==> config.mk <==
export PLATFORM = sky130hd
export DESIGN_NAME = dmem_port_arbiter_flat
export DESIGN_NICKNAME = d
export VERILOG_FILES = /design/src/rtl/dmem_port_arbiter_if.sv /design/src/rtl/dmem_port_arbiter.sv /design/src/flat_wrapper.sv
export SDC_FILE = /design/constraint.sdc
export NUM_CORES = 1
export LEC_CHECK = 0
export CAP_MARGIN = 20
export CORE_AREA = 2 2 133 135
export DETAILED_ROUTE_END_ITERATION = 7
export DIE_AREA = 0 0 135 137
export PLACE_DENSITY = 0.65
export SETUP_SLACK_MARGIN = 0.5
export SYNTH_ARGS = -nofsm -noshare
export SYNTH_HDL_FRONTEND = slang
export SYNTH_SLANG_ARGS = --single-unit
==> constraint.sdc <==
create_clock -name clk -period 4.25 [get_ports clk]
set_input_delay 0.425 -clock clk [delete_from_list [all_inputs] [get_ports clk]]
set_output_delay 0.425 -clock clk [all_outputs]
set_load 0.02 [all_outputs]
==> src/rtl/dmem_port_arbiter_if.sv <==
// dmem_port_arbiter_if: requester handshake bundle and BRAM port A wiring.
// master = requesters/BRAM side, slave = arbiter.
interface dmem_port_arbiter_if #(
  parameter int NUM_REQ    = 2,
  parameter int ADDR_WIDTH = 10,
  parameter int DATA_WIDTH = 32,
  parameter int NB_COL     = 4
);
  logic [NUM_REQ-1:0]            req_valid;
  logic [NUM_REQ-1:0]            req_ready;
  logic [NUM_REQ*ADDR_WIDTH-1:0] req_addr;
  logic [NUM_REQ*DATA_WIDTH-1:0] req_wdata;
  logic [NUM_REQ*NB_COL-1:0]     req_wen;
  logic [NUM_REQ-1:0]            req_lock;
  logic [NUM_REQ-1:0]            rsp_valid;
  logic [DATA_WIDTH-1:0]         rsp_rdata;
  logic [ADDR_WIDTH-1:0]         bram_addr;
  logic [DATA_WIDTH-1:0]         bram_wdata;
  logic [NB_COL-1:0]             bram_wen;
  logic [DATA_WIDTH-1:0]         bram_rdata;

  modport master (
    output req_valid, req_addr, req_wdata,
    output req_wen, req_lock, bram_rdata,
    input  req_ready, rsp_valid, rsp_rdata,
    input  bram_addr, bram_wdata, bram_wen
  );

  modport slave (
    input  req_valid, req_addr, req_wdata,
    input  req_wen, req_lock, bram_rdata,
    output req_ready, rsp_valid, rsp_rdata,
    output bram_addr, bram_wdata, bram_wen
  );
endinterface

==> src/rtl/dmem_port_arbiter.sv <==
// dmem_port_arbiter: round-robin share of BRAM port A with atomic lock.
// Define DMEM_ARB_PERF_CNT_EN for per-requester grant/stall counters.
module dmem_port_arbiter #(
  parameter int NUM_REQ      = 2,
  parameter int ADDR_WIDTH   = 10,
  parameter int DATA_WIDTH   = 32,
  parameter int NB_COL       = 4,
  parameter int LOCK_TIMEOUT = 64
) (
  input  logic                  clk,
  input  logic                  reset,
  dmem_port_arbiter_if.slave    bus,
  output logic                  lock_err,
  output logic [NUM_REQ*32-1:0] perf_grants,
  output logic [NUM_REQ*32-1:0] perf_stalls
);
  localparam int IW = $clog2(NUM_REQ);
  localparam int TW = $clog2(LOCK_TIMEOUT);

  typedef logic [IW-1:0] idx_t;
  typedef enum logic {IDLE, LOCKED} state_t;

  state_t                st, st_n;
  idx_t                  ptr, ptr_n;
  idx_t                  owner, owner_n;
  idx_t                  gnt_idx;
  logic [TW-1:0]         timer, timer_n;
  logic                  gnt_any;
  logic                  acc;
  logic                  lock_to;
  logic                  sel_lock;
  logic [ADDR_WIDTH-1:0] sel_addr;
  logic [DATA_WIDTH-1:0] sel_wdata;
  logic [NB_COL-1:0]     sel_wen;

  logic                  s1_v;
  logic                  s1_rd;
  idx_t                  s1_i;
  logic [NUM_REQ-1:0]    s1_oh;
  logic                  s2_rd;
  logic [DATA_WIDTH-1:0] hold;

  function automatic idx_t wrap(input int v);
    return idx_t'(v % NUM_REQ);
  endfunction

  function automatic idx_t inc(input idx_t i);
    return wrap(int'(i) + 1);
  endfunction

  // Descending scan: the lowest offset from ptr wins.
  always_comb begin
    gnt_any = 1'b0;
    gnt_idx = '0;
    if (st == LOCKED) begin
      gnt_any = bus.req_valid[owner];
      gnt_idx = owner;
    end else begin
      for (int k = NUM_REQ - 1; k >= 0; k--) begin
        if (bus.req_valid[wrap(int'(ptr) + k)]) begin
          gnt_any = 1'b1;
          gnt_idx = wrap(int'(ptr) + k);
        end
      end
    end
  end

  assign acc = gnt_any & reset;

  assign sel_addr  = bus.req_addr[int'(gnt_idx)*ADDR_WIDTH +: ADDR_WIDTH];
  assign sel_wdata = bus.req_wdata[int'(gnt_idx)*DATA_WIDTH +: DATA_WIDTH];
  assign sel_wen   = bus.req_wen[int'(gnt_idx)*NB_COL +: NB_COL];
  assign sel_lock  = bus.req_lock[gnt_idx];

  always_comb begin
    bus.req_ready = '0;
    if (acc) bus.req_ready[gnt_idx] = 1'b1;
  end

  always_comb begin
    st_n    = st;
    ptr_n   = ptr;
    owner_n = owner;
    timer_n = timer;
    lock_to = 1'b0;
    unique case (st)
      IDLE: begin
        if (acc) begin
          ptr_n = inc(gnt_idx);
          if (sel_lock) begin
            st_n    = LOCKED;
            owner_n = gnt_idx;
            timer_n = '0;
          end
        end
      end
      LOCKED: begin
        timer_n = timer + 1'b1;
        if (timer == TW'(LOCK_TIMEOUT - 1)) begin
          lock_to = 1'b1;
          st_n    = IDLE;
          ptr_n   = inc(owner);
          timer_n = '0;
        end else if (acc && !sel_lock) begin
          st_n    = IDLE;
          ptr_n   = inc(owner);
          timer_n = '0;
        end
      end
    endcase
  end

  assign lock_err = lock_to & reset;

  always_ff @(posedge clk) begin
    if (!reset) begin
      st    <= IDLE;
      ptr   <= '0;
      owner <= '0;
      timer <= '0;
    end else begin
      st    <= st_n;
      ptr   <= ptr_n;
      owner <= owner_n;
      timer <= timer_n;
    end
  end

  always_comb begin
    s1_oh = '0;
    if (s1_v) s1_oh[s1_i] = 1'b1;
  end

  always_ff @(posedge clk) begin
    if (!reset) begin
      bus.bram_addr  <= '0;
      bus.bram_wdata <= '0;
      bus.bram_wen   <= '0;
      bus.rsp_valid  <= '0;
      s1_v           <= 1'b0;
      s1_rd          <= 1'b0;
      s1_i           <= '0;
      s2_rd          <= 1'b0;
      hold           <= '0;
    end else begin
      bus.bram_wen <= acc ? sel_wen : '0;
      if (acc) begin
        bus.bram_addr  <= sel_addr;
        bus.bram_wdata <= sel_wdata;
      end
      s1_v          <= acc;
      s1_rd         <= ~|sel_wen;
      s1_i          <= gnt_idx;
      bus.rsp_valid <= s1_oh;
      s2_rd         <= s1_v & s1_rd;
      hold          <= bus.rsp_rdata;
    end
  end

  // BRAM doa is only meaningful in the read-response cycle.
  assign bus.rsp_rdata = s2_rd ? bus.bram_rdata : hold;

`ifdef DMEM_ARB_PERF_CNT_EN
  logic [31:0] gcnt [NUM_REQ];
  logic [31:0] scnt [NUM_REQ];

  always_ff @(posedge clk) begin
    for (int i = 0; i < NUM_REQ; i++) begin
      if (!reset) begin
        gcnt[i] <= '0;
        scnt[i] <= '0;
      end else begin
        if (bus.req_ready[i] && gcnt[i] != '1)
          gcnt[i] <= gcnt[i] + 1'b1;
        if (bus.req_valid[i] && !bus.req_ready[i] && scnt[i] != '1)
          scnt[i] <= scnt[i] + 1'b1;
      end
    end
  end

  always_comb begin
    perf_grants = '0;
    perf_stalls = '0;
    for (int i = 0; i < NUM_REQ; i++) begin
      perf_grants[i*32 +: 32] = gcnt[i];
      perf_stalls[i*32 +: 32] = scnt[i];
    end
  end
`else
  assign perf_grants = '0;
  assign perf_stalls = '0;
`endif
endmodule

==> src/flat_wrapper.sv <==
// flat-port wrapper written by rule: the top's interface ports become plain ports
module dmem_port_arbiter_flat 
#(
  parameter int NUM_REQ      = 2,
  parameter int ADDR_WIDTH   = 10,
  parameter int DATA_WIDTH   = 32,
  parameter int NB_COL       = 4,
  parameter int LOCK_TIMEOUT = 64
)
  (clk, reset, lock_err, perf_grants, perf_stalls, bus_req_valid, bus_req_addr, bus_req_wdata, bus_req_wen, bus_req_lock, bus_bram_rdata, bus_req_ready, bus_rsp_valid, bus_rsp_rdata, bus_bram_addr, bus_bram_wdata, bus_bram_wen);
  dmem_port_arbiter_if #(.NUM_REQ(NUM_REQ), .ADDR_WIDTH(ADDR_WIDTH), .DATA_WIDTH(DATA_WIDTH), .NB_COL(NB_COL)) bus_i ();
  input  logic clk;
  input  logic reset;
  output logic lock_err;
  output logic [NUM_REQ*32-1:0] perf_grants;
  output logic [NUM_REQ*32-1:0] perf_stalls;
  input wire logic [$bits(bus_i.req_valid)-1:0] bus_req_valid;
  input wire logic [$bits(bus_i.req_addr)-1:0] bus_req_addr;
  input wire logic [$bits(bus_i.req_wdata)-1:0] bus_req_wdata;
  input wire logic [$bits(bus_i.req_wen)-1:0] bus_req_wen;
  input wire logic [$bits(bus_i.req_lock)-1:0] bus_req_lock;
  input wire logic [$bits(bus_i.bram_rdata)-1:0] bus_bram_rdata;
  output wire logic [$bits(bus_i.req_ready)-1:0] bus_req_ready;
  output wire logic [$bits(bus_i.rsp_valid)-1:0] bus_rsp_valid;
  output wire logic [$bits(bus_i.rsp_rdata)-1:0] bus_rsp_rdata;
  output wire logic [$bits(bus_i.bram_addr)-1:0] bus_bram_addr;
  output wire logic [$bits(bus_i.bram_wdata)-1:0] bus_bram_wdata;
  output wire logic [$bits(bus_i.bram_wen)-1:0] bus_bram_wen;
  assign bus_i.req_valid = bus_req_valid;
  assign bus_i.req_addr = bus_req_addr;
  assign bus_i.req_wdata = bus_req_wdata;
  assign bus_i.req_wen = bus_req_wen;
  assign bus_i.req_lock = bus_req_lock;
  assign bus_i.bram_rdata = bus_bram_rdata;
  assign bus_req_ready = bus_i.req_ready;
  assign bus_rsp_valid = bus_i.rsp_valid;
  assign bus_rsp_rdata = bus_i.rsp_rdata;
  assign bus_bram_addr = bus_i.bram_addr;
  assign bus_bram_wdata = bus_i.bram_wdata;
  assign bus_bram_wen = bus_i.bram_wen;
  dmem_port_arbiter #(.NUM_REQ(NUM_REQ), .ADDR_WIDTH(ADDR_WIDTH), .DATA_WIDTH(DATA_WIDTH), .NB_COL(NB_COL), .LOCK_TIMEOUT(LOCK_TIMEOUT)) u_core (.clk(clk), .reset(reset), .bus(bus_i), .lock_err(lock_err), .perf_grants(perf_grants), .perf_stalls(perf_stalls));
endmodule
==> results of run 1 <==
cell type report:
| cell class | instances | area share |
|---|---|---|
| Tap cell | 225 | 0.0416 |
| Multi-Input combinational cell | 346 | 0.314 |
| Inverter | 5 | 0.00277 |
| Clock inverter | 6 | 0.0139 |
| Clock buffer | 10 | 0.0353 |
| Sequential cell | 93 | 0.275 |
| Timing Repair Buffer | 216 | 0.318 |
final timing paths:
path | slack (ns) | from | to | cells past startpoint
max reg2reg | 1.58 | u_core.st | u_core.timer[4] | 6
max | 1.37 | u_core.st | bus_req_ready[0] | 4
min reg2reg | 0.40 | u_core.s1_i | u_core.bus.rsp_valid[0] | 1
min | 0.40 | u_core.s1_i | u_core.bus.rsp_valid[0] | 1
per-stage QoR:
step / power (mW) / area, um^2 / hold WS (ns)
final: 2.37 / 6770 / 0.403
after global routing: 2.48 / 6770 / 0.410
after CTS: 2.41 / 6770 / 0.406
after detailed placement: 1.50 / 6440 / 0.396
after global placement: 1.50 / 6440 / 0.393
after floorplan: 1.35 / 5120 / 0.383
per-layer routing:
metal  routed length [um]  vias up
met3                 1180       12
li1                     -     1805
met4                  137        0
met5                    0        -
met2                 5900      195
met1                 4920     1739
where the power goes:
part | leakage [nW] | internal [mW] | switching, mW
registers | 0.759 | 0.917 | 0.0268
clock network | 0.165 | 0.538 | 0.358
logic | 1.88 | 0.243 | 0.289
state kept, by name, indices dropped and copies added, names as in the netlist:
name	cells
u_core.hold	32
u_core.bus.bram_wdata	32
u_core.s1_i	1
u_core.bus.rsp_valid	2
u_core.s1_rd	1
u_core.timer	6
u_core.st	1
u_core.owner	1
u_core.s1_v	1
u_core.ptr	1
u_core.bus.bram_wen	4
u_core.s2_rd	1
u_core.bus.bram_addr	10
kinds of logic (layout without fill, tap and decap cells):
| family | Yosys count | count (layout) | synth area share |
|---|---|---|---|
| other cells | 1 | 128 | 0.000808 |
| simple gates | 111 | 111 | 0.120 |
| mux | 42 | 42 | 0.102 |
| fa+ha+maj | 1 | 1 | 0.00269 |
| compound gates | 63 | 63 | 0.127 |
| flops | 93 | 93 | 0.401 |
| xor+xnor | 1 | 1 | 0.00189 |
| buf+inv | 163 | 237 | 0.244 |
cell usage after synthesis (2+ instances only):
| cell type | n |
|---|---|
| sky130_fd_sc_hd__a21oi_1 | 5 |
| sky130_fd_sc_hd__a222oi_1 | 42 |
| sky130_fd_sc_hd__a22o_1 | 2 |
| sky130_fd_sc_hd__and2_1 | 34 |
| sky130_fd_sc_hd__and3_1 | 5 |
| sky130_fd_sc_hd__buf_1 | 3 |
| sky130_fd_sc_hd__buf_2 | 6 |
| sky130_fd_sc_hd__buf_4 | 128 |
| sky130_fd_sc_hd__buf_6 | 4 |
| sky130_fd_sc_hd__clkbuf_1 | 16 |
| sky130_fd_sc_hd__dfxtp_1 | 93 |
| sky130_fd_sc_hd__inv_1 | 3 |
| sky130_fd_sc_hd__inv_2 | 2 |
| sky130_fd_sc_hd__mux2_2 | 34 |
| sky130_fd_sc_hd__mux2i_1 | 7 |
| sky130_fd_sc_hd__nand2_1 | 6 |
| sky130_fd_sc_hd__nand2b_1 | 2 |
| sky130_fd_sc_hd__nand3_1 | 3 |
| sky130_fd_sc_hd__nand4_1 | 2 |
| sky130_fd_sc_hd__nor2_1 | 53 |
==> flow_metrics.tcl, run 1 <==
set metrics [dict create \
    outcome "finished clean" \
    dr_total_vias 3751 \
    timing_hold_violations_final 0 \
    cts_inserted_buffers 9 \
    ir_drop_worst_case_vdd_v 0.000188 \
    drt_wl_total_um 12100 \
    clock-skew-final_ns 0.00762 \
    grt_start_max_net_pins 51 \
    synth.ff_latch_count 93 \
    grtUsageMet1 0.142 \
    clkSinkCount 93 \
    synth_area_um2 4640 \
    drtPass1Iterations 7 \
    final_nets 802 \
    routed_wire_length_per_instance_um 13.5 \
    fillerInstances 1720 \
    synth_top_cell_area_share 0.401 \
    final.setup.tns_ns 0 \
    final_layout_size_suffix_gt1_frac 0.0962 \
    cts.repair.resized 0 \
    synth_area_leader_cell "sky130_fd_sc_hd__dfxtp_1" \
    path_clk_slew_ns 0.06 \
    number_of_instances_in_the_synthesized_netlist 475 \
    initialDrtViolationCount 249 \
    residual_drc 0 \
    antenna_cells 0 \
    finalSetupViolations 0 \
    mostFrequentLayoutCell "sky130_fd_sc_hd__clkdlybuf4s50_1" \
    maximum_capacitance_violations 0 \
    synth-async-reset-ratio 0 \
    timing.final.crit_period_ns 2.88 \
    worstSetupEndpointType "primary output" \
    count_of_cell_types_in_the_netlist 45 \
    finalCoreUtilization 0.397 \
    place_inst 885 \
    clock_tree.htree_level_count 3 \
    crit_path_top_delay_cell "sky130_fd_sc_hd__clkdlybuf4s50_1" \
    hpwlAfterDp_um 8820 \
    die_height_um 137 \
    layout-area-overhead-vs-synth_pct 45.9 \
    globalplace.congestion 0.757 \
    total_leakage_power_nw 2.80 \
    number_of_antenna_violations_at_the_first_check_in_global_routing 0 \
    clock_path_buffers 2 \
    worstSetupPathType "reg -> out" \
    timing.critical_path.cells "inv_1, a31o_2, nor3_4, clkdlybuf4s50_1" \
    met2_usage 0.209 \
    place_ws_ns 1.24 \
    grt_remaining_overflow 0 \
    post-route-worst-setup-slack_ns 1.37 \
    detail-route-antenna-nets 0 \
    slowest_delay_ns 0.67 \
    worst_skew_pair.late_latency_ns 0.34 \
    synthesis.yosys.warnings 0 \
    dieWidth_um 135 \
    floorplan.die_area_um2 18500 \
    grt.total_usage 0.121 \
    power_density_nw_per_um2 350 \
    i_o_buffers 212 \
    synth_seq_area_share 0.401 \
    achievable-frequency_mhz 347 \
    final-max-slew-violation-count 0 \
    layout_common_cells "sky130_fd_sc_hd__clkdlybuf4s50_1, sky130_fd_sc_hd__conb_1, sky130_fd_sc_hd__dfxtp_1" \
    multi_input_comb_area_um2 2130 \
    design.core.area_um2 17100 \
    startpoint_type "flip-flop" \
    final_cell_count_no_fill 901 \
    seqCellArea_um2 1860 \
    rsz_0062_raised_after_global_routing "no" \
    io-pin-count 341 \
    post-cts-setup-buffers 0 \
    layout_worst_path_cycle_share 0.678 \
    placement_rows 48 \
    start_util 0.272 \
    post_synth.cell_area_avg_um2 9.78 \
    cp_max_fo 14 \
    worstPathArrival_ns 2.46 \
    critPathBufInv 2 \
    ctsHoldBuffers 0 \
    worst_path_dominant_cell_family "buffers and inverters" \
    hold_class "reg -> reg" \
    synth-main-ff-cell "sky130_fd_sc_hd__dfxtp_1" \
    worst_margin_slew_ns 1.05 \
    crit_required_ns 3.83 \
    slew_headroom 0.299 \
    synth_enable_flop_cells 0 \
    globalRouteMet3Util 0.0381 \
    synthTopCellsByArea "sky130_fd_sc_hd__dfxtp_1, sky130_fd_sc_hd__buf_4, sky130_fd_sc_hd__a222oi_1" \
    clk_root_buffer_cell "sky130_fd_sc_hd__clkbuf_16" \
    wire_length_of_the_first_global_routing_pass_um 17800 \
    grt_pass1_vias 3496 \
    routed_via_density 4.16 \
    cts_tree "done" \
    grt.busiest_layer "met2" \
]
Note: power is estimated with default switching activity, not from simulation.
==> inputs of run 2 (changes only) <==
- clock period: 4.25 -> 2.8 ns (I/O delays scaled with it)
==> run 2 against run 1 <==
Die area did not move; worst setup slack got worse by 0.76 ns; final cell count rose by 0.55%; global-route usage rose by 0.35 points; first-iteration DRC count fell by 32%; core utilization rose by 0.073 points; non-clock buffer count rose by 5; clock-buffer cell count fell by 1; hold slack improved by 0.0043 ns; critical path type unchanged; largest cell class unchanged.
==> flow_metrics.tcl, run 2 (same netlist as run 1, synthesis figures left out) <==
set metrics [dict create \
    outcome "finished clean" \
    drtPass1Iterations 5 \
    timing_hold_violations_final 0 \
    switching_share 0.309 \
    grt_remaining_overflow 0 \
    clk_root_buffer_cell "sky130_fd_sc_hd__clkbuf_16" \
    drt_wl_total_um 12300 \
    ir_drop_worst_case_vdd_v 0.000295 \
    layout-area-overhead-vs-synth_pct 46.2 \
    final_nets 807 \
    share_seq_of_total_power 0.413 \
    worst_skew_pair.late_latency_ns 0.35 \
    cts_tree "done" \
    layout_worst_path_cycle_share 0.785 \
    cp_max_fo 32 \
    antenna_cells 0 \
    maximum_capacitance_violations 0 \
    crit_required_ns 2.52 \
    globalplace.congestion 0.739 \
    detail-route-antenna-nets 0 \
    final-max-slew-violation-count 0 \
    wire_length_of_the_first_global_routing_pass_um 18100 \
    clock_path_buffers 2 \
    clkSinkCount 93 \
    achievable-frequency_mhz 455 \
    grt_pass1_vias 3494 \
    routed_via_density 4.19 \
    final_layout_size_suffix_gt1_frac 0.104 \
    final.setup.tns_ns 0 \
    start_util 0.272 \
    i_o_buffers 212 \
    hold_class "reg -> reg" \
    grt_start_max_net_pins 43 \
    power_switching_mw 1.07 \
    placement_rows 48 \
    startpoint_type "flip-flop" \
    worstSetupEndpointType "primary output" \
    path_clk_slew_ns 0.07 \
    clock-skew-final_ns 0.0107 \
    dieWidth_um 135 \
    seqCellArea_um2 1860 \
    dr_total_vias 3796 \
    die_height_um 137 \
    pwr-share-comb 0.237 \
    design.core.area_um2 17100 \
    worstSetupPathType "reg -> out" \
    fillerInstances 1737 \
    timing.final.crit_period_ns 2.20 \
    residual_drc 0 \
    initialDrtViolationCount 169 \
    post-cts-setup-buffers 0 \
    power_frac_clock 0.349 \
    number_of_antenna_violations_at_the_first_check_in_global_routing 0 \
    worstPathArrival_ns 1.92 \
    mostFrequentLayoutCell "sky130_fd_sc_hd__clkdlybuf4s50_1" \
    worst_hold_slack_ns 0.407 \
    floorplan.die_area_um2 18500 \
    multi_input_comb_area_um2 2130 \
    rsz_0062_raised_after_global_routing "no" \
    cts_inserted_buffers 9 \
    grt.total_usage 0.125 \
    layout_common_cells "sky130_fd_sc_hd__clkdlybuf4s50_1, sky130_fd_sc_hd__conb_1, sky130_fd_sc_hd__dfxtp_1" \
    finalSetupViolations 0 \
    largest_regs "u_core.bus.bram_wdata: 32 flops, u_core.hold: 32 flops, u_core.bus.bram_addr: 10 flops" \
    total_leakage_power_nw 2.81 \
    io-pin-count 341 \
    hpwlAfterDp_um 9130 \
    cellInternalPower_mw 2.39 \
    power_density_nw_per_um2 510 \
    routed_wire_length_per_instance_um 13.6 \
    clock_tree.htree_level_count 3 \
]
-- run 2: cell count changes in the layout (fill, tap and decap cells not counted) --
cell and change:
sky130_fd_sc_hd__buf_4 +3, sky130_fd_sc_hd__bufinv_16 -2, sky130_fd_sc_hd__clkdlybuf4s50_1 -2, sky130_fd_sc_hd__clkinv_4 +2
sky130_fd_sc_hd__clkinv_8 +2, sky130_fd_sc_hd__buf_12 +1, sky130_fd_sc_hd__buf_6 +1, sky130_fd_sc_hd__clkbuf_2 +1
sky130_fd_sc_hd__clkbuf_8 -1, sky130_fd_sc_hd__dlygate4sd2_1 +1, sky130_fd_sc_hd__inv_8 -1
-- run 2: cell type report --
class / count / share of cell area
repair buffers: 221 / 0.324
inverters: 5 / 0.00277
multi-input cells: 346 / 0.313
clock inverters: 7 / 0.0107
flip-flops and latches: 93 / 0.274
well taps: 225 / 0.0415
clock buffers: 9 / 0.0332
-- run 2: path summary, 6_finish.rpt --
check	from	endpoint	depth (start not counted)	slack (ns)
setup / recovery	u_core.s2_rd	bus_rsp_rdata[30]	3	0.60
hold / removal	u_core.s1_i	u_core.bus.rsp_valid[0]	1	0.41
setup reg to reg	u_core.st	u_core.timer[5]	6	0.76
hold reg to reg	u_core.s1_i	u_core.bus.rsp_valid[0]	1	0.41
-- run 2: worst max-delay path: stages (launching register included) --
cell	delay (ns)
sky130_fd_sc_hd__dfxtp_1	0.32
sky130_fd_sc_hd__buf_6	0.28
sky130_fd_sc_hd__mux2_2	0.39
sky130_fd_sc_hd__clkdlybuf4s50_1	0.56
-- run 2: through the flow --
stage / cells / cell area, um^2 / total power [mW] / util / worst slack [ns]
CTS: 906 / 6790 / 3.52 / 0.398 / 0.534
global route: 906 / 6790 / 3.64 / 0.398 / 0.522
detailed placement: 890 / 6490 / 2.28 / 0.381 / 0.389
finish: 906 / 6790 / 3.46 / 0.398 / 0.603
floorplan: 602 / 5120 / 2.04 / - / 1.13
global placement: 890 / 6490 / 2.28 / 0.381 / 0.424
-- run 2: power by group through the flow --
| stage | Combinational, mW | Clock [mW] | Sequential (mW) |
|---|---|---|---|
| after floorplan | 0.524 | 0 | 1.52 |
| after global placement | 0.822 | 0 | 1.46 |
| after detailed placement | 0.825 | 0 | 1.46 |
| after CTS | 0.826 | 1.26 | 1.43 |
| after global routing | 0.882 | 1.32 | 1.44 |
| final | 0.821 | 1.21 | 1.43 |
-- run 2: what timing repair did --
| action | 4_1_cts | 5_1_grt |
|---|---|---|
| endpoints found under the setup margin | 13 | 1 |
| gates resized for setup | 3 | 2 |
| hold buffers | 0 | 0 |
-- run 2: per-layer routing --
layer / track usage / wire length (um) / vias up
met3: 0.0470 / 1240 / 9
met4: 0.0417 / 157 / 0
met2: 0.215 / 5910 / 199
li1: - / - / 1822
met1: 0.143 / 4970 / 1766
met5: 0 / 0 / -
